## src/rtl/time_bcd_sequencer.sv

```systemverilog
// Sequential seconds -> packed BCD (MMM:SS) converter.
// One shift/subtract datapath is time-shared across three phases:
// restoring divide by 60, then minutes double-dabble, then seconds double-dabble.
module time_bcd_sequencer #(
  parameter int IN_BITS = 16,
  parameter int MAX_VAL = 60000
) (
  input  logic               CLK,
  input  logic               CLR,
  input  logic               CE,
  input  logic               START,
  input  logic [IN_BITS-1:0] SECS,
  output logic [31:0]        Q,
  output logic               BUSY,
  output logic               DONE
);

  localparam int CNT_W = ($clog2(IN_BITS) > 4) ? $clog2(IN_BITS) : 4;
  localparam logic [IN_BITS-1:0] MAX_M1 = IN_BITS'(MAX_VAL - 1);

  typedef enum logic [2:0] {S_IDLE, S_DIV, S_BCD_MIN, S_BCD_SEC, S_UPD} state_e;

  state_e             state_q, state_d;
  logic [IN_BITS-1:0] sh_q, sh_d;        // shared shift source, MSB consumed each step
  logic [6:0]         rem_q, rem_d;      // division remainder, ends up as seconds
  logic [9:0]         quo_q, quo_d;      // quotient, ends up as minutes
  logic [11:0]        acc_q, acc_d;      // double-dabble accumulator
  logic [11:0]        min_bcd_q, min_bcd_d;
  logic [CNT_W-1:0]   cnt_q, cnt_d;
  logic [31:0]        q_q, q_d;
  logic               busy_q, busy_d;
  logic               done_q, done_d;

  logic [7:0]         rem_w;
  logic               rem_ge;
  logic [6:0]         rem_nx;
  logic [9:0]         quo_nx;
  logic [11:0]        acc_adj, acc_sh;
  logic [IN_BITS-1:0] sec_in;

  // add 3 to every decade that is 5 or more before the shift
  function automatic logic [11:0] dab_adj(input logic [11:0] a);
    logic [11:0] r;
    r = a;
    for (int i = 0; i < 3; i++)
      if (r[4*i +: 4] >= 4'd5) r[4*i +: 4] = r[4*i +: 4] + 4'd3;
    return r;
  endfunction

  // shared datapath terms and next-state / work-register update
  always_comb begin
    rem_w   = {rem_q, sh_q[IN_BITS-1]};
    rem_ge  = (rem_w >= 8'd60);
    rem_nx  = 7'(rem_ge ? (rem_w - 8'd60) : rem_w);
    quo_nx  = 10'({quo_q, rem_ge});
    acc_adj = dab_adj(acc_q);
    acc_sh  = 12'({acc_adj, sh_q[IN_BITS-1]});
    sec_in  = (SECS > MAX_M1) ? MAX_M1 : SECS;

    state_d   = state_q;
    sh_d      = sh_q;
    rem_d     = rem_q;
    quo_d     = quo_q;
    acc_d     = acc_q;
    min_bcd_d = min_bcd_q;
    cnt_d     = cnt_q;
    q_d       = q_q;
    busy_d    = busy_q;
    done_d    = 1'b0;   // DONE is a single-CLK pulse even when CE is low

    if (CE) begin
      case (state_q)
        S_IDLE: if (START) begin
          sh_d    = sec_in;
          rem_d   = '0;
          quo_d   = '0;
          acc_d   = '0;
          cnt_d   = CNT_W'(IN_BITS - 1);
          busy_d  = 1'b1;
          state_d = S_DIV;
        end
        S_DIV: begin
          sh_d  = {sh_q[IN_BITS-2:0], 1'b0};
          rem_d = rem_nx;
          quo_d = quo_nx;
          cnt_d = cnt_q - 1'b1;
          if (cnt_q == '0) begin
            // quotient bits become the next shift source, MSB aligned
            sh_d    = IN_BITS'(quo_nx) << (IN_BITS - 10);
            acc_d   = '0;
            cnt_d   = CNT_W'(9);
            state_d = S_BCD_MIN;
          end
        end
        S_BCD_MIN: begin
          sh_d  = {sh_q[IN_BITS-2:0], 1'b0};
          acc_d = acc_sh;
          cnt_d = cnt_q - 1'b1;
          if (cnt_q == '0) begin
            min_bcd_d = acc_sh;
            sh_d      = IN_BITS'(rem_q[5:0]) << (IN_BITS - 6);
            acc_d     = '0;
            cnt_d     = CNT_W'(5);
            state_d   = S_BCD_SEC;
          end
        end
        S_BCD_SEC: begin
          sh_d  = {sh_q[IN_BITS-2:0], 1'b0};
          acc_d = acc_sh;
          cnt_d = cnt_q - 1'b1;
          if (cnt_q == '0) state_d = S_UPD;
        end
        S_UPD: begin
          q_d     = {4'h0, min_bcd_q, 8'h00, acc_q[7:0]};
          done_d  = 1'b1;
          busy_d  = 1'b0;
          state_d = S_IDLE;
        end
        default: state_d = S_IDLE;
      endcase
    end
  end

  // all state registers, async active-low clear
  always_ff @(posedge CLK or negedge CLR) begin
    if (!CLR) begin
      state_q   <= S_IDLE;
      sh_q      <= '0;
      rem_q     <= '0;
      quo_q     <= '0;
      acc_q     <= '0;
      min_bcd_q <= '0;
      cnt_q     <= '0;
      q_q       <= '0;
      busy_q    <= 1'b0;
      done_q    <= 1'b0;
    end else begin
      state_q   <= state_d;
      sh_q      <= sh_d;
      rem_q     <= rem_d;
      quo_q     <= quo_d;
      acc_q     <= acc_d;
      min_bcd_q <= min_bcd_d;
      cnt_q     <= cnt_d;
      q_q       <= q_d;
      busy_q    <= busy_d;
      done_q    <= done_d;
    end
  end

  assign Q    = q_q;
  assign BUSY = busy_q;
  assign DONE = done_q;

endmodule

```

## config.mk

```make
export PLATFORM = sky130hd
export DESIGN_NAME = time_bcd_sequencer
export DESIGN_NICKNAME = d
export VERILOG_FILES = /design/src/rtl/time_bcd_sequencer.sv
export SDC_FILE = /design/constraint.sdc
export NUM_CORES = 1
export LEC_CHECK = 0
export ABC_AREA = 1
export BUFFER_PORTS_ARGS = -buffer_cell sky130_fd_sc_hd__buf_2
export CAP_MARGIN = 5
export CELL_PAD_IN_SITES_DETAIL_PLACEMENT = 2
export CELL_PAD_IN_SITES_GLOBAL_PLACEMENT = 2
export CORE_UTILIZATION = 31
export DETAILED_ROUTE_END_ITERATION = 8
export GPL_ROUTABILITY_DRIVEN = 0
export PLACE_DENSITY_LB_ADDON = 0.3
export SYNTH_ARGS = -nofsm -noshare
export SYNTH_HDL_FRONTEND = slang
export SYNTH_SLANG_ARGS = --single-unit
export TNS_END_PERCENT = 50
```

## constraint.sdc

```tcl
create_clock -name CLK -period 1.5 [get_ports CLK]
set_clock_uncertainty 0.1 [all_clocks]
set_input_delay 0.3 -clock CLK [delete_from_list [all_inputs] [get_ports CLK]]
set_output_delay 0.3 -clock CLK [all_outputs]
set_load 0.01 [all_outputs]
```

==> impl_metrics.prom <==
# TYPE chip_impl_metric gauge
chip_impl_metric{name="leakagePower",unit="nW"} 3.281
chip_impl_metric{name="grt-ovfl-total",unit=""} 0
chip_impl_metric{name="switching_power",unit="mW"} 4.308
chip_impl_metric{name="global_route_met3_utilization",unit="%"} 2.928
chip_impl_metric{name="fin_crit",unit="ns"} 1.745
chip_impl_metric{name="drtAntennaViolNets",unit=""} 0
chip_impl_metric{name="syn-mean-instance-area",unit="um2"} 8.267
chip_impl_metric{name="synth.area.mux_share",unit="%"} 0
chip_impl_metric{name="synth_compound_gate_area_share",unit="%"} 12.54
chip_impl_metric{name="route.detailed.drc",unit=""} 0
chip_impl_metric{name="syn_to_final_growth",unit="%"} 49.46
chip_impl_metric{name="asyncSetResetFlopFracSynth",unit="%"} 100.0
chip_impl_metric{name="placement.io_buffers",unit=""} 41
chip_impl_metric{name="sink_count",unit=""} 85
chip_impl_info{name="tritoncts",value="yes"} 1
chip_impl_metric{name="p_int",unit="mW"} 6.589
chip_impl_info{name="synth-main-ff-cell",value="sky130_fd_sc_hd__dfrtp_1"} 1
chip_impl_info{name="critical_path.startpoint_type",value="flip-flop"} 1
chip_impl_info{name="yosys.cell_count.top_type",value="sky130_fd_sc_hd__nand2_1"} 1
chip_impl_metric{name="synth_enable_flop_cells",unit=""} 0
chip_impl_metric{name="cts_buffers",unit=""} 9
chip_impl_info{name="clockRootBuffer",value="sky130_fd_sc_hd__clkbuf_16"} 1
chip_impl_metric{name="pwr-share-seq",unit="%"} 31.5
chip_impl_metric{name="boundaryPins",unit=""} 54
chip_impl_metric{name="timing.hold.ws",unit="ns"} 0.1038
chip_impl_metric{name="netlist-cell-type-count",unit=""} 33
chip_impl_metric{name="design.final.nets",unit=""} 708
chip_impl_metric{name="critical_path_peak_fanout",unit=""} 5
chip_impl_info{name="critPathCaptureType",value="flip-flop"} 1
chip_impl_metric{name="grt_start_max_net_pins",unit=""} 86
chip_impl_metric{name="timing.final.hold_violations",unit=""} 0
chip_impl_metric{name="drt_first_pass_iters",unit=""} 4
chip_impl_metric{name="synthesis.yosys.warnings",unit=""} 0
chip_impl_metric{name="detailedRoute.firstIterationViolations",unit=""} 116
chip_impl_metric{name="starting_density_of_the_core",unit="%"} 32.03
chip_impl_metric{name="dp_cell_count",unit=""} 821
chip_impl_info{name="global_route.peak_usage_layer",value="met2"} 1
chip_impl_metric{name="yosysSeqAreaShare",unit="%"} 47.47
chip_impl_metric{name="drive_gt1_share",unit="%"} 48.03
chip_impl_metric{name="combPwrFrac",unit="%"} 45.3
chip_impl_metric{name="die-width",unit="um"} 122.2
chip_impl_metric{name="finish.utilization",unit="%"} 47.87
chip_impl_metric{name="syn_area",unit="um2"} 4481
chip_impl_metric{name="placementRows",unit=""} 43
chip_impl_info{name="run_status",value="finished with violations"} 1
chip_impl_metric{name="core_region_area",unit="um2"} 13990
chip_impl_metric{name="antenna_found_initial",unit=""} 0
chip_impl_metric{name="met2_usage",unit="%"} 43.29
chip_impl_metric{name="worst_slack",unit="ns"} -0.2450
chip_impl_metric{name="num_vias",unit=""} 4304
chip_impl_metric{name="timing.reg2reg.setup_slack",unit="ns"} -0.25
chip_impl_metric{name="avgRoutedWirePerCell",unit="um"} 20.61
chip_impl_metric{name="p_sw_share",unit="%"} 39.53
chip_impl_metric{name="critical_path_arrival",unit="ns"} 1.93
chip_impl_metric{name="power-per-cell-area",unit="nW/um2"} 1627
chip_impl_info{name="path_class",value="reg2reg"} 1
chip_impl_metric{name="postSynthCellCount",unit=""} 542
chip_impl_metric{name="vias_per_cell",unit=""} 4.976
chip_impl_info{name="synth.largest_area_cell",value="sky130_fd_sc_hd__dfrtp_1"} 1
chip_impl_info{name="setup_repair_after_global_routing_missed_its_margin",value="yes"} 1
chip_impl_metric{name="power_frac_clock",unit="%"} 23.2
chip_impl_metric{name="cap_viol_max_count",unit=""} 0
chip_impl_metric{name="post-synth-top-area-fraction",unit="%"} 47.47
chip_impl_metric{name="finalWirelength",unit="um"} 17820
chip_impl_metric{name="grt_use_total",unit="%"} 22.77
chip_impl_info{name="synthTopCellsByArea",value="sky130_fd_sc_hd__dfrtp_1 (47%), sky130_fd_sc_hd__nand2_1 (12%), sky130_fd_sc_hd__nand3_1 (5.1%)"} 1
chip_impl_metric{name="dieArea",unit="um2"} 14940
chip_impl_metric{name="worst-endpoint-required",unit="ns"} 1.68
chip_impl_metric{name="clock_tree.buffer_depth",unit=""} 2
chip_impl_metric{name="floorplan.die.height",unit="um"} 122.2
chip_impl_metric{name="grt_first_pass_wirelength",unit="um"} 25450
chip_impl_metric{name="maxClockFrequency",unit="MHz"} 573.1
chip_impl_info{name="synth_top_family_by_area",value="simple AND/OR/NAND/NOR gates"} 1
chip_impl_metric{name="finalMaxSlewViolations",unit=""} 0
chip_impl_info{name="min-delay-path-class",value="in2reg"} 1
chip_impl_metric{name="place_ws",unit="ns"} -0.3494
chip_impl_metric{name="max-vdd-ir-drop",unit="uV"} 677.7
chip_impl_metric{name="setup_viol",unit=""} 81
chip_impl_metric{name="cts.clk_slew.worst_paths",unit="ns"} 0.07
chip_impl_metric{name="grt.met1_usage",unit="%"} 24.79
chip_impl_metric{name="layout_worst_path_cycle_share",unit="%"} 116.3
chip_impl_metric{name="cts_max_level",unit=""} 3
chip_impl_metric{name="adder_cell_share_of_the_synthesized_area",unit="%"} 2.234
chip_impl_info{name="synth.cells.most_frequent",value="sky130_fd_sc_hd__nand2_1 (148), sky130_fd_sc_hd__dfrtp_1 (85), sky130_fd_sc_hd__inv_1 (53)"} 1
chip_impl_metric{name="synth_xor_area_share",unit="%"} 1.173
chip_impl_metric{name="final_cell_count_no_fill",unit=""} 865
chip_impl_metric{name="synthSimpleGateAreaFrac",unit="%"} 26.00
chip_impl_metric{name="post_dp_hpwl",unit="um"} 10590
chip_impl_metric{name="flops_latches_synth",unit=""} 85
chip_impl_metric{name="first_global_vias",unit=""} 4779
chip_impl_metric{name="insertion_delay",unit="ns"} 0.36
chip_impl_info{name="failing_checks",value="setup timing"} 1
chip_impl_metric{name="diodes",unit=""} 0
## layer usage
metal / part of all wire (%) / vias to the layer above
met2: 56 / 71
met5: 0 / -
met1: 39 / 2212
met4: 3.0 / 0
met3: 2.1 / 32
li1: - / 1989
## cell usage in the layout (no fill, tap or decap), types with 4 or more instances in the layout
| cell type | count |
|---|---|
| sky130_fd_sc_hd__nand2_1 | 120 |
| sky130_fd_sc_hd__dfrtp_1 | 82 |
| sky130_fd_sc_hd__buf_4 | 78 |
| sky130_fd_sc_hd__buf_2 | 40 |
| sky130_fd_sc_hd__inv_1 | 39 |
| sky130_fd_sc_hd__o21ai_2 | 39 |
| sky130_fd_sc_hd__nand3_1 | 29 |
| sky130_fd_sc_hd__nor2_1 | 26 |
| sky130_fd_sc_hd__nand2_2 | 24 |
| sky130_fd_sc_hd__o21ai_1 | 17 |
| sky130_fd_sc_hd__nand2_4 | 16 |
| sky130_fd_sc_hd__inv_2 | 15 |
| sky130_fd_sc_hd__buf_6 | 13 |
| sky130_fd_sc_hd__conb_1 | 12 |
| sky130_fd_sc_hd__nand3_2 | 11 |
| sky130_fd_sc_hd__clkbuf_16 | 11 |
| sky130_fd_sc_hd__o21ai_0 | 10 |
| sky130_fd_sc_hd__inv_4 | 7 |
| sky130_fd_sc_hd__nand3_4 | 7 |
| sky130_fd_sc_hd__o22ai_2 | 7 |
| sky130_fd_sc_hd__buf_12 | 7 |
| sky130_fd_sc_hd__nor2_4 | 6 |
| sky130_fd_sc_hd__a21oi_2 | 6 |
| sky130_fd_sc_hd__a21oi_1 | 6 |
| sky130_fd_sc_hd__nor2_2 | 5 |
| sky130_fd_sc_hd__ha_4 | 4 |
## kinds of logic after synthesis
kind of cell,Yosys count
AOI/OAI and AO/OA,95
xor gates and xnor gates,6
adders and majority gates,8
buffers and inverters,92
DFF,85
other,1
and+or+nand+nor,255
## metrics by stage
stage,area [um2],TNS [ns],power [mW]
2_1_floorplan,4537,-0.06837,5.561
3_3_place_gp,5376,-2.435,6.994
3_5_place_dp,5376,-7.586,7.261
4_1_cts,6092,-2.575,10.21
5_1_grt,6696,-13.09,11.49
6_report,6696,-8.879,10.90
## final timing paths
check / from / to / cells past startpoint
max: state_q[2] / sh_q[11] / 8
min: SECS[7] / sh_q[7] / 3
max reg2reg: state_q[2] / sh_q[11] / 8
min reg2reg: sh_q[14] / sh_q[14] / 2
max in group asynchronous: CLR / state_q[1] / 3
min in group asynchronous: CLR / min_bcd_q[7] / 3
## timing repair
action	4_1_cts	5_1_grt
endpoints found under the hold margin	85	0
pin swaps	20	39
buffers inserted	11	15
gates resized for setup	104	105
hold buffers	1	0
cloned	1	2
endpoints found under the setup margin	84	84
## power groups by stage
stage / Clock, mW / Combinational, mW / Sequential [mW]
2_1_floorplan: 0 / 2.10 / 3.46
3_3_place_gp: 0 / 3.61 / 3.38
3_5_place_dp: 0 / 3.84 / 3.42
4_1_cts: 2.55 / 4.25 / 3.41
5_1_grt: 2.63 / 5.35 / 3.51
6_report: 2.52 / 4.94 / 3.44
## flip-flops by register name (all words and copies together), names as in the netlist
signal / count
Q: 20
sh_q: 16
acc_q: 12
min_bcd_q: 12
quo_q: 9
rem_q: 7
cnt_q: 4
state_q: 3
BUSY: 1
DONE: 1
## critical path: stages, from the launching register on
cell                      delay, ns
sky130_fd_sc_hd__dfrtp_2       0.47
sky130_fd_sc_hd__nor2_2        0.18
sky130_fd_sc_hd__nand2_1       0.12
sky130_fd_sc_hd__nor2_4        0.28
sky130_fd_sc_hd__buf_6         0.18
sky130_fd_sc_hd__nand2_4       0.05
sky130_fd_sc_hd__nand4_1       0.09
sky130_fd_sc_hd__nand3_1       0.10
sky130_fd_sc_hd__nand2_1       0.10
## cell type report
class,instances,area [um2]
multi-input cells,376,2562
inverters,65,287.8
well taps,180,225.2
clock buffers,11,242.7
fillers,1544,7292
flip-flops and latches,85,2131
clock inverters,5,83.83
repair inverters,1,16.27
repair buffers,142,1147
Note: power is estimated with default switching activity, not from simulation.
